File: src/rtl/jc_pkg.sv
// Shared definitions for Johnson-code consumers: lock FSM encoding and sequence geometry
// (sequence length and phase-index width derived from the number of stages).
package jc_pkg;

  typedef enum logic [1:0] {
    ST_UNLOCKED = 2'd0,
    ST_LOCKING  = 2'd1,
    ST_LOCKED   = 2'd2,
    ST_ERROR    = 2'd3
  } jc_state_e;

  function automatic int jc_seq_len(input int width);
    return 2 * width;
  endfunction

  function automatic int jc_idx_w(input int width);
    return (2 * width <= 2) ? 1 : $clog2(2 * width);
  endfunction

endpackage

File: src/rtl/johnson_code_decode.sv
// Combinational Johnson code to phase index decoder; valid=0 for any code outside the 2*WIDTH sequence.
// Zero latency, no flow control.
module johnson_code_decode
  import jc_pkg::*;
#(
  parameter  int WIDTH = 4,
  localparam int N     = jc_seq_len(WIDTH),
  localparam int IW    = jc_idx_w(WIDTH)
) (
  input  logic [WIDTH-1:0] jc_in,
  output logic [IW-1:0]    idx,
  output logic             valid
);

  logic [WIDTH-1:0] w_ones;

  assign w_ones = '1;

  // Filling phase: k ones entered from the MSB. Draining phase: k ones left at the LSB.
  always_comb begin
    idx   = '0;
    valid = 1'b0;
    for (int k = 0; k <= WIDTH; k++) begin
      if (jc_in == ~(w_ones >> k)) begin
        idx   = IW'(k);
        valid = 1'b1;
      end
    end
    for (int k = 1; k < WIDTH; k++) begin
      if (jc_in == (w_ones >> (WIDTH - k))) begin
        idx   = IW'(N - k);
        valid = 1'b1;
      end
    end
  end

endmodule

File: src/rtl/johnson_phase_decoder.sv
// Johnson phase decoder with step checking, lock FSM and sticky error; 1-cycle registered latency,
// en gates sampling (no backpressure). Revolution counter present only with JC_DEC_REV_CNT_EN.
module johnson_phase_decoder
  import jc_pkg::*;
#(
  parameter  int WIDTH    = 4,
  parameter  int LOCK_CNT = 3,
  parameter  int REV_W    = 8,
  localparam int N        = jc_seq_len(WIDTH),
  localparam int IW       = jc_idx_w(WIDTH)
) (
  input  logic             clk,
  input  logic             rst_n,
  input  logic             en,
  input  logic             clr_err,
  input  logic [WIDTH-1:0] jc_in,
  output logic [IW-1:0]    phase_idx,
  output logic [N-1:0]     phase_oh,
  output logic             locked,
  output logic             err,
  output logic [REV_W-1:0] rev_cnt,
  output logic             rev_pulse
);

  localparam int             LCW      = $clog2(LOCK_CNT + 1);
  localparam logic [IW-1:0]  LAST_IDX = IW'(N - 1);
  localparam logic [N-1:0]   OH_ONE   = N'(1);

  jc_state_e        r_state;
  jc_state_e        w_state_nxt;
  logic [LCW-1:0]   r_lock_cnt;
  logic [LCW-1:0]   w_lock_cnt_nxt;
  logic             r_prev_valid;
  logic [IW-1:0]    r_idx;
  logic [N-1:0]     r_oh;

  logic [IW-1:0]    w_dec_idx;
  logic             w_dec_valid;
  logic [IW-1:0]    w_idx_inc;
  logic             w_clear;
  logic             w_hold;
  logic             w_good;
  logic             w_bad;

  johnson_code_decode #(
    .WIDTH (WIDTH)
  ) u_decode (
    .jc_in (jc_in),
    .idx   (w_dec_idx),
    .valid (w_dec_valid)
  );

  // Clearing only means something in ERROR; it then swallows that cycle's sample.
  assign w_clear   = clr_err && (r_state == ST_ERROR);
  assign w_idx_inc = (r_idx == LAST_IDX) ? '0 : r_idx + 1'b1;
  assign w_hold    = r_prev_valid && w_dec_valid && (w_dec_idx == r_idx);
  assign w_good    = r_prev_valid && w_dec_valid && (w_dec_idx == w_idx_inc);
  assign w_bad     = !w_dec_valid || (r_prev_valid && !w_hold && !w_good);

  always_comb begin
    w_state_nxt    = r_state;
    w_lock_cnt_nxt = r_lock_cnt;
    if (w_clear) begin
      w_state_nxt    = ST_UNLOCKED;
      w_lock_cnt_nxt = '0;
    end else if (en) begin
      unique case (r_state)
        ST_UNLOCKED: begin
          if (w_dec_valid) begin
            w_state_nxt    = ST_LOCKING;
            w_lock_cnt_nxt = '0;
          end
        end
        ST_LOCKING: begin
          if (w_bad) begin
            w_state_nxt    = ST_UNLOCKED;
            w_lock_cnt_nxt = '0;
          end else if (w_good) begin
            if (r_lock_cnt == LCW'(LOCK_CNT - 1)) begin
              w_state_nxt    = ST_LOCKED;
              w_lock_cnt_nxt = '0;
            end else begin
              w_lock_cnt_nxt = r_lock_cnt + 1'b1;
            end
          end
        end
        ST_LOCKED: begin
          if (w_bad) begin
            w_state_nxt = ST_ERROR;
          end
        end
        ST_ERROR: begin
          w_state_nxt = ST_ERROR;
        end
        default: begin
          w_state_nxt    = ST_UNLOCKED;
          w_lock_cnt_nxt = '0;
        end
      endcase
    end
  end

  always_ff @(posedge clk or negedge rst_n) begin
    if (!rst_n) begin
      r_state      <= ST_UNLOCKED;
      r_lock_cnt   <= '0;
      r_prev_valid <= 1'b0;
      r_idx        <= '0;
      r_oh         <= '0;
    end else begin
      r_state    <= w_state_nxt;
      r_lock_cnt <= w_lock_cnt_nxt;
      if (w_clear) begin
        r_prev_valid <= 1'b0;
      end else if (en) begin
        // An illegal code keeps the last good index but drops the predecessor.
        r_prev_valid <= w_dec_valid;
        if (w_dec_valid) begin
          r_idx <= w_dec_idx;
          r_oh  <= OH_ONE << w_dec_idx;
        end else begin
          r_oh  <= '0;
        end
      end
    end
  end

  assign phase_idx = r_idx;
  assign phase_oh  = r_oh;
  assign locked    = (r_state == ST_LOCKED);
  assign err       = (r_state == ST_ERROR);

`ifdef JC_DEC_REV_CNT_EN
  logic [REV_W-1:0] r_rev_cnt;
  logic             r_rev_pulse;
  logic             w_rev_step;

  assign w_rev_step = en && (r_state == ST_LOCKED) && w_good && (r_idx == LAST_IDX);

  always_ff @(posedge clk or negedge rst_n) begin
    if (!rst_n) begin
      r_rev_cnt   <= '0;
      r_rev_pulse <= 1'b0;
    end else begin
      r_rev_pulse <= w_rev_step;
      if (w_rev_step) begin
        r_rev_cnt <= r_rev_cnt + 1'b1;
      end
    end
  end

  assign rev_cnt   = r_rev_cnt;
  assign rev_pulse = r_rev_pulse;
`else
  assign rev_cnt   = '0;
  assign rev_pulse = 1'b0;
`endif

endmodule

File: config.mk
export PLATFORM = sky130hd
export DESIGN_NAME = johnson_phase_decoder
export DESIGN_NICKNAME = d
export VERILOG_FILES = /design/src/rtl/jc_pkg.sv /design/src/rtl/johnson_code_decode.sv /design/src/rtl/johnson_phase_decoder.sv
export SDC_FILE = /design/constraint.sdc
export NUM_CORES = 1
export LEC_CHECK = 0
export CAP_MARGIN = 5
export CORE_MARGIN = 2
export CORE_UTILIZATION = 44
export DETAILED_ROUTE_END_ITERATION = 8
export GPL_TIMING_DRIVEN = 0
export PLACE_DENSITY_LB_ADDON = 0.15
export SLEW_MARGIN = 5
export SYNTH_ARGS = -nofsm -noshare
export SYNTH_HDL_FRONTEND = slang
export SYNTH_SLANG_ARGS = --single-unit
File: constraint.sdc
create_clock -name clk -period 2 [get_ports clk]
set_input_delay 0.5 -clock clk [delete_from_list [all_inputs] [get_ports clk]]
set_output_delay 0.5 -clock clk [all_outputs]
set_load 0.02 [all_outputs]
### Word-level counts from Yosys, hierarchy flattened

Index checks and enable logic that the tools add are counted.

* flip-flop bits (word level): 16
* latch bits: 0
* memory bits (writable): 0
* ROM bits: 0
* memories: 0

* add/sub/neg operators: 2
* multipliers: 0
* div/mod/pow operators: 0
* $lt $le $gt $ge: 0
* equality and inequality tests: 18
* shift operators: 1
* muxes and demuxes: 34
* bitwise gates (word level): 1
* reductions and logical operators: 18

Operators by type and width (number)
* 2-bit 2-to-1 mux: 13
* 3-bit 2-to-1 mux: 7
* 4-bit equality test (second input constant): 4
* 1-bit 2-to-1 mux: 11
* 8-bit 2-to-1 mux: 1
* 4-bit != test (second input constant): 2
* 2-bit case mux with 4 select lines: 1
* 1-bit by 3-bit left shift with 8-bit output (first input constant): 1
* 2-bit equality test (second input constant): 3
* 3-bit equality test: 2
* 1-bit logical AND: 6
* 5-bit AND reduction: 1
* 4-bit by 1-bit equality test with 1-bit output (second input constant): 1
* 4-bit by 2-bit equality test with 1-bit output (second input constant): 1
* 4-bit by 3-bit equality test with 1-bit output (second input constant): 1
* 4-bit zero test: 1
* 2-bit case mux with 2 select lines: 1
* 4-bit AND reduction: 1
* 3-bit by 1-bit adder with 3-bit output (second input constant): 1
* 3-bit equality test (second input constant): 1
* 1-bit zero test: 3
* 3-bit by 1-bit != test with 1-bit output (second input constant): 1
* 3-bit != test (second input constant): 1
* 3-bit AND reduction: 1
* other kinds (8): 8

### Longest topological paths before layout

* depth after elaboration: 19
* mapped depth: 8

### Modules after synthesis

A second synthesis with hierarchy kept.

* cell total of the unflattened synthesis: 112
* area total of the unflattened synthesis: 1103.6 sq um

By module, submodules not included
* johnson_phase_decoder: instances 1, cells each 101, area an instance 1017.2 sq um
* johnson_code_decode: instances 1, cells each 11, area an instance 86.3 sq um

### Worst setup path after synthesis

Ideal clock, no wire load.

* kind: register -> register
* start point: register r_idx[0], in the netlist phase_idx[0]
* end point: register r_state[0]
* setup time: 123 ps
* arrival: 2013 ps
* data required time: 1877 ps
* setup slack: -136 ps
* cell stages (with the launch flop): 7
* period minus slack after synthesis: 2136 ps
* cells stage by stage: dfrtp_1 -> ha_1 -> or4_1 -> a31oi_1 -> o21a_2 -> and2b_1 -> o221a_1

* longest elaborated chain between the ends: 11
* elaborated cells between the ends (all ways): 20

Ends and longest elaborated chain
* start: declaration: line johnson_phase_decoder.sv:34 `logic [IW-1:0] r_idx;`
* start signal: assignment: line johnson_phase_decoder.sv:119 `r_idx <= w_dec_idx;`
* 3-bit by 1-bit adder with 3-bit output / 3-bit equality test (equally long branches): line johnson_phase_decoder.sv:55 `assign w_idx_inc = (r_idx == LAST_IDX) ? '0 : r_idx + 1'b1;`
* 3-bit 2-to-1 mux: line johnson_phase_decoder.sv:55
* 3-bit equality test: line johnson_phase_decoder.sv:57 `assign w_good = r_prev_valid && w_dec_valid && (w_dec_idx == w_idx_inc);`
* 1-bit logical AND: line johnson_phase_decoder.sv:57
* 1-bit zero test: line johnson_phase_decoder.sv:58 `assign w_bad = !w_dec_valid || (r_prev_valid && !w_hold && !w_good);`
* 1-bit logical AND: line johnson_phase_decoder.sv:58
* 1-bit logical OR: line johnson_phase_decoder.sv:58
* 2-bit 2-to-1 mux: line johnson_phase_decoder.sv:75 `if (w_bad) begin`
* 2-bit case mux with 4 select lines: line johnson_phase_decoder.sv:67 `unique case (r_state)`
* 2-bit 2-to-1 mux: line johnson_phase_decoder.sv:66 `end else if (en) begin`
* 2-bit 2-to-1 mux: line johnson_phase_decoder.sv:63 `if (w_clear) begin`
* end signal: assignment: line johnson_phase_decoder.sv:111 `r_state <= w_state_nxt;`
* end: declaration: line johnson_phase_decoder.sv:29 `jc_state_e r_state;`

Parallel ways exist; a longest one is shown, timed or not. The select of a mux whose other input is x is not followed.
A chain may end at the register's enable or synchronous reset.

### Final worst setup path

* start point: input jc_in[3]
* end point: register r_state[0]

* longest elaborated chain between the ends: 19
* elaborated cells between the ends (all ways): 43

Ends and longest elaborated chain
* start: declaration: line johnson_phase_decoder.sv:16 `input logic [WIDTH-1:0] jc_in,`
* branches (longest 19 deep; another with 4-bit equality test)

Several ways; the timed one is not identified. The select of a mux whose other input is x is not followed.

==> results.py <==
metrics = {
    "status": {
        "run_status": "finished, violations left",
        "violations": "negative setup slack",
    },
    "floorplan": {
        "die_w_um": 57.4,
        "row_count": 19,
        "ioPinCount": 30,
        "start_util_pct": 45.8,
        "core-area_mm2": 0.00273,
        "die_h_um": 57.4,
        "die_area_mm2": 0.00329,
    },
    "run": {
        "cap_violations": 0,
    },
    "finish": {
        "regArea_um2": 405,
        "antennaDiodeCount": 0,
        "fillers": 256,
        "final_cell_mix": "nand2_1, buf_4, clkdlybuf4s50_1, dfrtp_1, conb_1",
        "layout-drive-gt1-share_pct": 24.3,
        "layout_commonest_cell": "nand2_1",
        "multiInputGateArea_um2": 806,
        "fin_area_mm2": 0.00167,
        "syn2layout_area_growth_pct": 33.2,
        "final_nets": 200,
        "layout.cells.non_filler": 220,
    },
    "grt": {
        "grt_overflow_total": 0,
        "grt_usage_pct": 21.2,
        "grt_pass1_vias": 1266,
        "grt_antenna_before_repair": 0,
        "busiest_layer": "met2",
        "grt_max_degree": 17,
        "grt.met3_usage_pct": 4.76,
        "grt_pass1_wl_um": 5570,
        "use_met1_pct": 27.2,
        "grt_use_met2_pct": 36.5,
    },
    "placement": {
        "post-dp-hpwl_um": 2290,
        "gp_congestion": 0.886,
        "dpl-instance-area_mm2": 0.00155,
        "place_inst": 210,
        "io_buffers": 20,
    },
    "hold_path": {
        "hp-class": "reg -> reg",
        "hold_depth": 2,
    },
    "timing": {
        "rsz0062_at_grt": "true",
        "worstMarginPinSlew_ns": 0.733,
        "fmax_ghz": 0.498,
        "slew_headroom_pct": 51.0,
        "hold_slack_ns": 0.483,
        "slew_viol_final": 0,
        "finalHoldViolations": 0,
        "setup_ws_ns": -0.00604,
        "period_share_pct": 100,
        "post-route-min-period_ns": 2.01,
        "finalClockSkew_ns": 0.00878,
        "finalSetupViolations": 1,
    },
    "routing": {
        "vias": 1253,
        "drc": 0,
        "vias_per_cell": 5.70,
        "wl_per_cell_um": 14.6,
        "final_antenna_net_count": 0,
        "routed_wl_um": 3220,
        "dr.pass1.iters": 4,
        "drt_iter0_drc": 68,
    },
    "clocking": {
        "cts-root-buf": "clkbuf_4",
        "cts_hold_buffers": 0,
        "cts_tree": "built",
        "clock-sinks": 16,
        "clk_latency_ns": 0.29,
        "cts_buffer_depth": 2,
        "numCtsBuffers": 3,
        "htree_levels": 1,
        "clk_pin_slew_worst_paths_ns": 0.10,
    },
    "pwr": {
        "powerDensity_mw_per_mm2": 898,
        "irDropWorstVdd_uv": 686,
        "leakage_nw": 0.709,
    },
    "synth": {
        "yosys_warnings": 0,
        "synth.distinct_cells": 47,
        "synth_area_mm2": 0.00125,
        "ys_async_sr_fraction_pct": 100,
        "syn_inst": 151,
        "synth_edf_count": 0,
        "ys_ff_latch": 16,
        "ys_seq_area_share_pct": 32.0,
        "ys.flop_type": "dfrtp_1",
        "post_synth.cell_area_avg_um2": 8.29,
    },
    "critical_path": {
        "worstPathArrival_ns": 2.20,
        "worst-r2r-cell-count": 6,
        "cp-start-kind": "input pin",
        "cp-end-kind": "flop",
        "critPathMaxFanout": 6,
        "critical_path_required_ns": 2.19,
        "crit_type": "in -> reg",
    },
}
==> cell families (layout without fill, tap and decap cells) <==
| family | after synthesis | after routing | share of synthesized area, % |
|---|---|---|---|
| and+or+nand+nor | 58 | 58 | 25.1 |
| AOI/OAI and AO/OA | 43 | 43 | 25.2 |
| buffers and inverters | 24 | 54 | 10.3 |
| DFF | 16 | 16 | 32.0 |
| xor gates and xnor gates | 4 | 4 | 2.80 |
| muxes | 3 | 3 | 2.40 |
| adders and majority gates | 2 | 2 | 2.00 |
| other | 1 | 9 | 0.299 |
==> metrics by stage <==
step / setup TNS, ns / utilization [%] / worst slack (ns) / power, mW
floorplan: 0 / - / 0.0161 / 0.976
global placement: -4.15 / 56.7 / -0.612 / 1.16
detailed placement: -4.65 / 56.7 / -0.633 / 1.18
CTS: -0.00823 / 59.5 / -0.00823 / 1.46
global route: -0.157 / 61.0 / -0.0671 / 1.61
finish: -0.00604 / 61.0 / -0.00604 / 1.50
==> synthesized netlist by cell type (2+ instances only) <==
cell type  count  area share (%)
inv_2          2            0.60
o22ai_1        2             1.0
ha_1           2             2.0
nor2b_1        2             1.0
nor3_1         2            0.80
a31oi_1        2             1.0
o32ai_1        2             1.4
inv_1          5             1.5
nand2_1       20             6.0
nand2b_1       3             1.5
o21ai_0        7             2.8
xnor2_1        4             2.8
nor2_1         7             2.1
and3_1         3             1.5
o41ai_1        4             2.8
o31ai_1        6             3.6
a21oi_1        6             2.4
o211ai_1       3             1.8
or2_1          4             2.0
clkbuf_1       6             1.8
dfrtp_1       16              32
nor4b_1        2             1.4
buf_4         10             6.0
mux2i_1        3             2.4
a22oi_1        2             1.2
and2_1         2             1.0
nand3_1        4             1.6
==> registers in the layout (all words and copies together) (netlist names) <==
signal / count
phase_oh: 8
phase_idx: 3
r_lock_cnt: 2
r_state: 2
r_prev_valid: 1
==> report_power, final <==
part / switching [mW] / total (mW) / internal, mW
clock network: 0.107 / 0.218 / 0.111
logic: 0.409 / 0.823 / 0.414
registers: 0.0776 / 0.457 / 0.379
==> area by class of cell <==
class,instances,area share [%]
multi-input combinational,119,48.3
sequential,16,24.3
timing repair buffer,28,15.0
buffer,15,6.30
tap,31,2.33
clock buffer,4,2.18
inverter,7,1.58
==> timing repair <==
item | 4_1_cts | 5_1_grt
pin swaps | 4 | 4
setup buffers | 6 | 2
endpoints found under the setup margin | 6 | 11
gates resized for setup | 12 | 9
==> final timing paths <==
check,end,slack [ns],from
worst max-delay path,r_state[0],-0.006,jc_in[3]
max in group asynchronous,phase_idx[2],0.85,rst_n
worst max register to register,r_state[0],0,phase_idx[1]
worst min-delay path,phase_oh[0],0.48,phase_oh[0]
worst min register to register,phase_oh[0],0.48,phase_oh[0]
min in group asynchronous,r_state[0],0.63,rst_n
==> routing by layer <==
| metal | share of wire, % | wire [um] |
|---|---|---|
| met1 | 45 | 1450 |
| met2 | 51 | 1650 |
| met5 | 0 | 0 |
| met4 | 0.75 | 24 |
| met3 | 2.9 | 92 |
==> worst max-delay path, cell delays in order <==
cell	delay (ns)
dlygate4sd2_1	0.30
inv_2	0.08
or4_1	0.53
a31oi_1	0.16
o21a_2	0.23
and2b_1	0.20
o221a_1	0.19
(Power assumes the default switching activity.)
